## config.mk

```make
export PLATFORM = sky130hd
export DESIGN_NAME = raytracing_scheduler
export DESIGN_NICKNAME = d
export VERILOG_FILES = /design/src/rtl/Types.sv /design/src/rtl/raytracing_scheduler.sv
export SDC_FILE = /design/constraint.sdc
export NUM_CORES = 1
export LEC_CHECK = 0
export BUFFER_PORTS_ARGS = -buffer_cell sky130_fd_sc_hd__buf_2
export CELL_PAD_IN_SITES_DETAIL_PLACEMENT = 1
export CELL_PAD_IN_SITES_GLOBAL_PLACEMENT = 1
export CORE_AREA = 10 10 218 220
export DETAILED_ROUTE_END_ITERATION = 8
export DIE_AREA = 0 0 228 230
export PLACE_DENSITY_LB_ADDON = 0.1
export RECOVER_POWER = 25
export SLEW_MARGIN = 30
export SYNTH_ARGS = -nofsm -noshare
export SYNTH_HDL_FRONTEND = slang
export SYNTH_SLANG_ARGS = --single-unit
```

## constraint.sdc

```tcl
create_clock -name clk -period 7.5 [get_ports clk]
set_clock_uncertainty 0.1 [all_clocks]
set_input_delay 0.375 -clock clk [delete_from_list [all_inputs] [get_ports clk]]
set_output_delay 0.375 -clock clk [all_outputs]
set_load 0.05 [all_outputs]
```

## src/rtl/Types.sv

```systemverilog
`default_nettype none
// ============================================================================
//  Module      : Types
//  Description : Scene primitive types shared by the scheduler and workers.
//  Revision    : 1.0  initial release
// ============================================================================
package Types;

    typedef struct packed {
        logic signed [11:0] x;
        logic signed [11:0] y;
        logic        [11:0] radius;
        logic        [11:0] colour;
    } Circle;

endpackage
`default_nettype wire

```

## src/rtl/raytracing_scheduler.sv

```systemverilog
`default_nettype none
// ============================================================================
//  Module      : raytracing_scheduler
//  Description : Launches the worker bank span by span over the screen and
//                drains the finished colour buffers into the framebuffer.
//  Revision    : 1.0  initial release
// ============================================================================
module raytracing_scheduler #(
    parameter int N_WORKERS        = 4,
    parameter int JOBS_SUBDIVISION = 8,
    parameter int H_RES            = 640,
    parameter int V_RES            = 480,
    parameter int ADDR_W           = 19
) (
    input  logic                                     clk,
    input  logic                                     reset,
    input  logic                                     start,
    input  Types::Circle                             circle_in,
    output logic                                     busy,
    output logic                                     frame_done,
    output Types::Circle                             circle_out,
    output logic [N_WORKERS-1:0]                     worker_activate,
    output logic [N_WORKERS*12-1:0]                  worker_x,
    output logic [11:0]                              worker_y,
    input  logic [N_WORKERS-1:0]                     worker_busy,
    input  logic [N_WORKERS*JOBS_SUBDIVISION*12-1:0] worker_buffer,
    output logic                                     fb_we,
    output logic [ADDR_W-1:0]                        fb_addr,
    output logic [11:0]                              fb_data,
    input  logic                                     fb_ready
);

    localparam int                c_span        = N_WORKERS * JOBS_SUBDIVISION;
    localparam int                c_pix_w       = (c_span > 1) ? $clog2(c_span) : 1;
    localparam logic [c_pix_w-1:0] c_last_pix   = c_pix_w'(c_span - 1);
    localparam logic [11:0]       c_span_step   = 12'(c_span);
    localparam logic [11:0]       c_last_span_x = 12'(H_RES - c_span);
    localparam logic [11:0]       c_last_line   = 12'(V_RES - 1);
    localparam logic [ADDR_W-1:0] c_h_res       = ADDR_W'(H_RES);

    typedef enum logic [2:0] {
        S_IDLE      = 3'd0,
        S_LAUNCH    = 3'd1,
        S_WAIT_ACK  = 3'd2,
        S_WAIT_DONE = 3'd3,
        S_DRAIN     = 3'd4,
        S_RELEASE   = 3'd5,
        S_ADVANCE   = 3'd6
    } state_t;

    state_t                  r_state;
    Types::Circle            r_circle;
    logic                    r_busy;
    logic                    r_frame_done;
    logic [N_WORKERS-1:0]    r_activate;
    logic [N_WORKERS*12-1:0] r_worker_x;
    logic [11:0]             r_worker_y;
    logic [11:0]             r_span_x;
    logic [11:0]             r_line_y;
    logic [c_pix_w-1:0]      r_pix;
    logic                    r_fb_we;
    logic [ADDR_W-1:0]       r_fb_addr;
    logic [11:0]             r_fb_data;

    logic [11:0]             w_pix_colour [c_span];
    logic [c_pix_w-1:0]      w_pix_next;
    logic [ADDR_W-1:0]       w_base_addr;
    logic                    w_last_in_line;
    logic                    w_last_span;
    logic [11:0]             w_adv_span_x;
    logic [11:0]             w_adv_line_y;
    logic [11:0]             w_launch_span;
    logic [N_WORKERS*12-1:0] w_launch_x;

    // Pixel p of a span is job p/N_WORKERS of worker p%N_WORKERS; the
    // mapping is fixed, so it folds into wiring rather than a divider.
    generate
        for (genvar p = 0; p < c_span; p++) begin : g_pix_map
            localparam int c_slot = (p % N_WORKERS) * JOBS_SUBDIVISION + p / N_WORKERS;
            assign w_pix_colour[p] = worker_buffer[c_slot*12 +: 12];
        end
    endgenerate

    assign w_pix_next     = r_pix + c_pix_w'(1);
    assign w_base_addr    = ADDR_W'(r_line_y) * c_h_res + ADDR_W'(r_span_x);
    assign w_last_in_line = (r_span_x == c_last_span_x);
    assign w_last_span    = w_last_in_line && (r_line_y == c_last_line);
    assign w_adv_span_x   = w_last_in_line ? 12'd0 : r_span_x + c_span_step;
    assign w_adv_line_y   = w_last_in_line ? r_line_y + 12'd1 : r_line_y;
    assign w_launch_span  = (r_state == S_IDLE) ? 12'd0 : w_adv_span_x;

    generate
        for (genvar i = 0; i < N_WORKERS; i++) begin : g_worker_x
            assign w_launch_x[i*12 +: 12] = w_launch_span + 12'(i);
        end
    endgenerate

    // Worker coordinates are loaded on the same edge that raises activate,
    // so a worker never sees activate high alongside stale coordinates.
    always_ff @(posedge clk or posedge reset) begin
        if (reset) begin
            r_state      <= S_IDLE;
            r_circle     <= '0;
            r_busy       <= 1'b0;
            r_frame_done <= 1'b0;
            r_activate   <= '0;
            r_worker_x   <= '0;
            r_worker_y   <= '0;
            r_span_x     <= '0;
            r_line_y     <= '0;
            r_pix        <= '0;
            r_fb_we      <= 1'b0;
            r_fb_addr    <= '0;
            r_fb_data    <= '0;
        end else begin
            r_frame_done <= 1'b0;
            case (r_state)
                S_IDLE: begin
                    // A start coinciding with the done pulse belongs to the old frame.
                    if (start && !r_frame_done) begin
                        r_circle   <= circle_in;
                        r_span_x   <= '0;
                        r_line_y   <= '0;
                        r_busy     <= 1'b1;
                        r_activate <= '1;
                        r_worker_x <= w_launch_x;
                        r_worker_y <= '0;
                        r_state    <= S_LAUNCH;
                    end
                end
                S_LAUNCH: begin
                    r_state <= S_WAIT_ACK;
                end
                S_WAIT_ACK: begin
                    if (&worker_busy) begin
                        r_state <= S_WAIT_DONE;
                    end
                end
                S_WAIT_DONE: begin
                    if (worker_busy == '0) begin
                        r_pix     <= '0;
                        r_fb_we   <= 1'b1;
                        r_fb_addr <= w_base_addr;
                        r_fb_data <= w_pix_colour[0];
                        r_state   <= S_DRAIN;
                    end
                end
                S_DRAIN: begin
                    if (r_fb_we && fb_ready) begin
                        if (r_pix == c_last_pix) begin
                            r_fb_we <= 1'b0;
                            r_state <= S_RELEASE;
                        end else begin
                            r_pix     <= w_pix_next;
                            r_fb_addr <= r_fb_addr + ADDR_W'(1);
                            r_fb_data <= w_pix_colour[w_pix_next];
                        end
                    end
                end
                S_RELEASE: begin
                    r_activate <= '0;
                    r_state    <= S_ADVANCE;
                end
                S_ADVANCE: begin
                    r_span_x <= w_adv_span_x;
                    r_line_y <= w_adv_line_y;
                    if (w_last_span) begin
                        r_frame_done <= 1'b1;
                        r_busy       <= 1'b0;
                        r_state      <= S_IDLE;
                    end else begin
                        r_activate <= '1;
                        r_worker_x <= w_launch_x;
                        r_worker_y <= w_adv_line_y;
                        r_state    <= S_LAUNCH;
                    end
                end
                default: begin
                    r_state <= S_IDLE;
                end
            endcase
        end
    end

    assign busy            = r_busy;
    assign frame_done      = r_frame_done;
    assign circle_out      = r_circle;
    assign worker_activate = r_activate;
    assign worker_x        = r_worker_x;
    assign worker_y        = r_worker_y;
    assign fb_we           = r_fb_we;
    assign fb_addr         = r_fb_addr;
    assign fb_data         = r_fb_data;

endmodule
`default_nettype wire
```

Word-level counts from Yosys, hierarchy flattened
Cells that the tools add are included.
Widths: inputs -> output; s select.
{ "totals": {"regBits": 178, "in_bits": 440, "output_inout_bits": 146} }
{ "classes": {"n_addsub": 8, "mul": 1, "order_cmp": 1, "eq_ne": 17, "mux": 45, "n_bitwise": 1, "reduce_logical": 18} }
{ "ops": {"columns": ["cell", "n"], "rows": [
  ["$mux 12", 10],
  ["$mux 48", 2],
  ["$pmux 12 s2", 4],
  ["$pmux 48 s2", 1],
  ["$bmux 12 s5", 1],
  ["$mux 19", 3],
  ["$pmux 19 s2", 1],
  ["$add 12x1->12 const B", 2],
  ["$add 12x2->12 const B", 2],
  ["$pmux 3 s7", 1],
  ["$add 19x1->19 const B", 1],
  ["$add 19x12->19", 1],
  ["$mux 3", 5],
  ["$mux 5", 3],
  ["$ne 2x2->1 const B", 7],
  ["$add 12x6->12 const B", 1],
  ["$eq 12x10->1 const B", 1],
  ["$eq 12x9->1 const B", 1],
  ["$mul 12x3->12 const B", 1],
  ["$pmux 4 s3", 1],
  ["$reduce_and 4->1", 3],
  ["$pmux 5 s2", 1],
  ["$eq 3x3->1 const B", 3],
  ["$reduce_and 3->1", 3],
  ["other kinds (18)", 32]
]} }

Longest topological paths before layout
{ "depth": {"depth_word": 8, "depth_mapped": 13, "depth_no_buf": 11} }

Worst setup path after synthesis
Ideal clock, no wire load.
{ "synth_timing": {"kind": "register -> register", "startpoint": "reg r_line_y[3]", "endpoint": "reg r_fb_addr[18], in the netlist fb_addr[18]", "setup_ps": 130, "arrival_ps": 2727, "path_slack_ps": 4543, "path_stages_with_launch": 11, "path_buffers": 0, "synth_period_minus_slack_ps": 2957, "cell_sequence": "dfrtp_1 > ha_1 > ha_1 > fa_1 > a21oi_1 > nor2_1 > a2111oi_0 > xnor2_1 > nand4_1 > xnor2_1 > o22ai_1"} }
{ "synth_via": {"elab_chain_cells": 4} }
{ "synth_lines": {"columns": ["item", "line", "source"], "rows": [
  ["start, declared", "raytracing_scheduler.sv:59", "logic [11:0] r_line_y;"],
  ["start signal, assigned", "raytracing_scheduler.sv:166", "r_line_y <= w_adv_line_y;"],
  ["$mul 12x3->12", "raytracing_scheduler.sv:85", "assign w_base_addr = ADDR_W'(r_line_y) * c_h_res + ADDR_W'(r_span_x);"],
  ["$add 19x12->19", "raytracing_scheduler.sv:85", null],
  ["$mux 19", "raytracing_scheduler.sv:140", "if (worker_busy == '0) begin"],
  ["$pmux 19 s2", "raytracing_scheduler.sv:117", "case (r_state)"],
  ["end signal, assigned", "raytracing_scheduler.sv:143", "r_fb_addr <= w_base_addr;"],
  ["end signal, assigned", "raytracing_scheduler.sv:155", "r_fb_addr <= r_fb_addr + ADDR_W'(1);"],
  ["end, declared", "raytracing_scheduler.sv:62", "logic [ADDR_W-1:0] r_fb_addr;"]
]} }
Every way passes these cells. The select of a mux whose other input is x is not followed.
A chain may end at the register's enable or synchronous reset.

==> summary.md <==
| Metric | Value |
|---|---|
| First-pass GRT wire length | `101.4 mm` |
| Gpl congestion | `approximately 1` |
| Area Growth Syn to Fin | `37.15%` |
| Io pins | `just under 600` |
| Post-synth EDFFs | `0` |
| DR vias | `approximately 12,000` |
| Clk sinks | `about 170` |
| Peak Freq | `roughly 210 MHz` |
| Routed wire per std cell | `around 32 µm` |
| H-Tree Level Count | `4` |
| Setup Buffers After CTS | `0` |
| Violated checks | `max-capacitance violations, max-slew violations` |
| Maxcap violations | `1` |
| Cell area after synthesis | `approximately 12,000 µm²` |
| Type of the most critical hold path | `input port to register` |
| Drt first pass iters | `5` |
| Setup_tns | `0 ps` |
| Worst-Skew Late Latency | `~450 ps` |
| Worst-path clk slew | `about 80 ps` |
| Status | `finished with violations` |
| Initial core utilization | `0.2740` |
| DR vias/cell | `5.209` |
| Most common cell after layout, fill and taps aside | `buf_2` |
| Avg Inst Size Synth | `between 10 and 15 µm²` |
| Die width | `approximately 230 µm` |
| Leakage | `~7.5 nW` |
| Sequential share of the synthesized area | `0.3684` |
| Final wirelength | `between 70 and 80 mm` |
| Maximum VDD drop | `0.1282 mV` |
| Finished Core Util | `0.3758` |
| Initial antenna violation count | `76` |
| Final net count | `approximately 2,200` |
| CTS tree | `done` |
| Most frequent cells in the layout | `552 x buf_2, 272 x nand2_1, 172 x dfrtp_1` |
| Core Box Area | `roughly 43,000 µm²` |
| Crit Path Max Fanout | `90` |
| Syn Inst Count | `around 1,100` |
| Critical Path AT | `a little over 5000 ps` |
| Slew at the pin with the worst max-slew slack | `approximately 4500 ps` |
| DIE AREA | `around 52,000 µm²` |
| Syn Nets | `1,608` |
| Main synth FF type | `dfrtp_1` |
| Final Hold Fails | `0` |
| R2R setup slack | `3710 ps` |
| Yosys Warn Count | `0` |
| Port Buf Inserts | `between 500 and 600` |
| Register bit total from synthesis | `173` |
| Final Max Slew Viols | `roughly 90` |
| FFs w/ async S/R, synth | `1.000` |
| Root buf cell | `clkbuf_16` |
| Die Span Y | `230 µm` |
| DP Wirelength | `62.11 mm` |
| Crit path time final | `4712 ps` |
| Drt drc | `0` |
| GRT overflow | `0` |
| Clock buffer depth | `2` |
| Num rows | `76` |
| DR iter-0 viols | `roughly 900` |
| Relative slew margins | `-2.018` |
| GRT Util Overall | `0.2711` |
| Pwr/cell area | `between 300 and 400 nW/µm²` |
| Share of cells above drive strength 1 | `0.4302` |
| CTS Buf Count | `17` |
| Critical Path RT | `between 7000 and 8000 ps` |
| Setup crit end kind | `async pin` |
| Pin count of the biggest net entering global routing | `91` |
| Setup violations, final | `0` |
| Library cells used by synthesis | `60` |
| Vias in the first global route | `approximately 13,000` |
| Final period util | `0.6282` |
| WS Path Type | `input port to async pin` |
| Final ANT Viol Nets | `0` |
| RSZ-0062 raised after global routing | `no` |
| CP Launch Type | `input port` |
==> state kept, by name, indices dropped and copies added, names as in the netlist, 3 cells and up <==
signal	cells
circle_out	48
fb_addr	19
fb_data	12
r_line_y	12
r_pix	5
r_span_x	12
r_state	3
worker_x	46
worker_y	12
==> stage by stage <==
stage               setup WS [ps]  cells  hold slack [ps]  power (mW)  instance area (µm²)
global placement             3660   2234            355.1       4.115                15130
floorplan                    2337   1135            345.3       3.267                11750
detailed placement           3655   2236            356.8       4.149                15190
CTS                          3644   2296           0.2754       5.151                16080
finish                       2788   2321            14.83       5.075                16120
global route                 2095   2305            5.643       5.355                16080
==> final cells by class <==
class	instances	area, µm²
Fill cell	5070	26770
Multi-Input combinational cell	865	6983
Sequential cell	173	4333
Timing Repair Buffer	632	3358
Tap cell	585	732.0
Clock buffer	19	442.9
Clock inverter	13	166.4
Antenna cell	23	57.56
Inverter	11	42.54
==> metal layers <==
metal,vias up,GRT usage,share of wire
met1,6163,0.3233,0.39
met4,18,0.04437,0.014
met2,509,0.4900,0.52
li1,5294,-,-
met3,106,0.06747,0.071
met5,-,0,0.0015
==> synth_stat cells (all sizes together), types with 2 or more instances <==
master  number  area (µm²)
a31oi        5       31.28
a22oi        3       22.52
ha          31       387.9
a21oi       39       195.2
mux4       120        2703
mux2i       14       140.1
nor3        19       100.1
nand3       36       180.2
and2         7       43.79
or3          3       18.77
o21a         2       15.01
o21bai       3       22.52
o31ai        8       60.06
inv         11       41.29
xnor2       38       332.8
o211ai      13       97.59
o22ai        5       31.28
nand2      273        1027
a211oi       2       15.01
and4         4       35.03
o21ai       75       375.4
nand4       14       87.58
clkbuf      43       161.4
nor2        57       219.0
nor4         4       40.04
o22a         2       17.52
buf         43       284.0
mux2         2       22.52
nor3b        3       27.52
a22o        12       105.1
xor2        27       236.5
and3        15       93.84
or4b         2       20.02
dfrtp      173        4329
fa           2       40.04
a21o         3       22.52
nor2b        8       50.05
or2          2       12.52
==> logic make-up (layout without fill, tap and decap cells) <==
family | after synthesis | in the layout | share of synthesized area
AND/OR/NAND/NOR | 449 | 449 | 0.1676
XOR/XNOR | 65 | 65 | 0.04845
other | 0 | 23 | 0
flip-flops | 173 | 173 | 0.3684
multiplexers | 136 | 136 | 0.2438
AO/OA/AOI/OAI | 182 | 182 | 0.09381
buffers and inverters | 97 | 675 | 0.04142
adder cells (fa/ha/maj) | 33 | 33 | 0.03642
==> critical path: stages <==
cell,delay [ps]
dlygate4sd3_1,540
buf_2,130
clkinvlp_2,2500
buf_4,840
buf_4,610
==> path summary, 6_finish.rpt <==
kind | start | to | cells after the start
worst max-delay path | reset | worker_y[3]$_DFFE_PP0P_ | 5
worst min-delay path | circle_in[14] | circle_out[14]$_DFFE_PP0P_ | 3
worst max register to register | r_pix[0]$_DFFE_PP0P_ | fb_data[4]$_DFFE_PP0P_ | 6
worst min register to register | circle_out[6]$_DFFE_PP0P_ | circle_out[6]$_DFFE_PP0P_ | 2
max in group clk | r_pix[0]$_DFFE_PP0P_ | fb_data[4]$_DFFE_PP0P_ | 6
min in group asynchronous | reset | circle_out[16]$_DFFE_PP0P_ | 3
==> power breakdown <==
group          total (mW)  switching [mW]  internal, mW
Sequential           1.54           0.297          1.24
Combinational        2.57            1.86         0.705
Clock               0.972           0.455         0.516
==> what timing repair did <==
| action | 4_1_cts | 5_1_grt |
|---|---|---|
| gates resized for setup | 0 | 0 |
| hold buffers | 28 | 2 |
| endpoints found under the hold margin | 28 | 18 |
No activity file was read; power rests on OpenSTA's default activity.
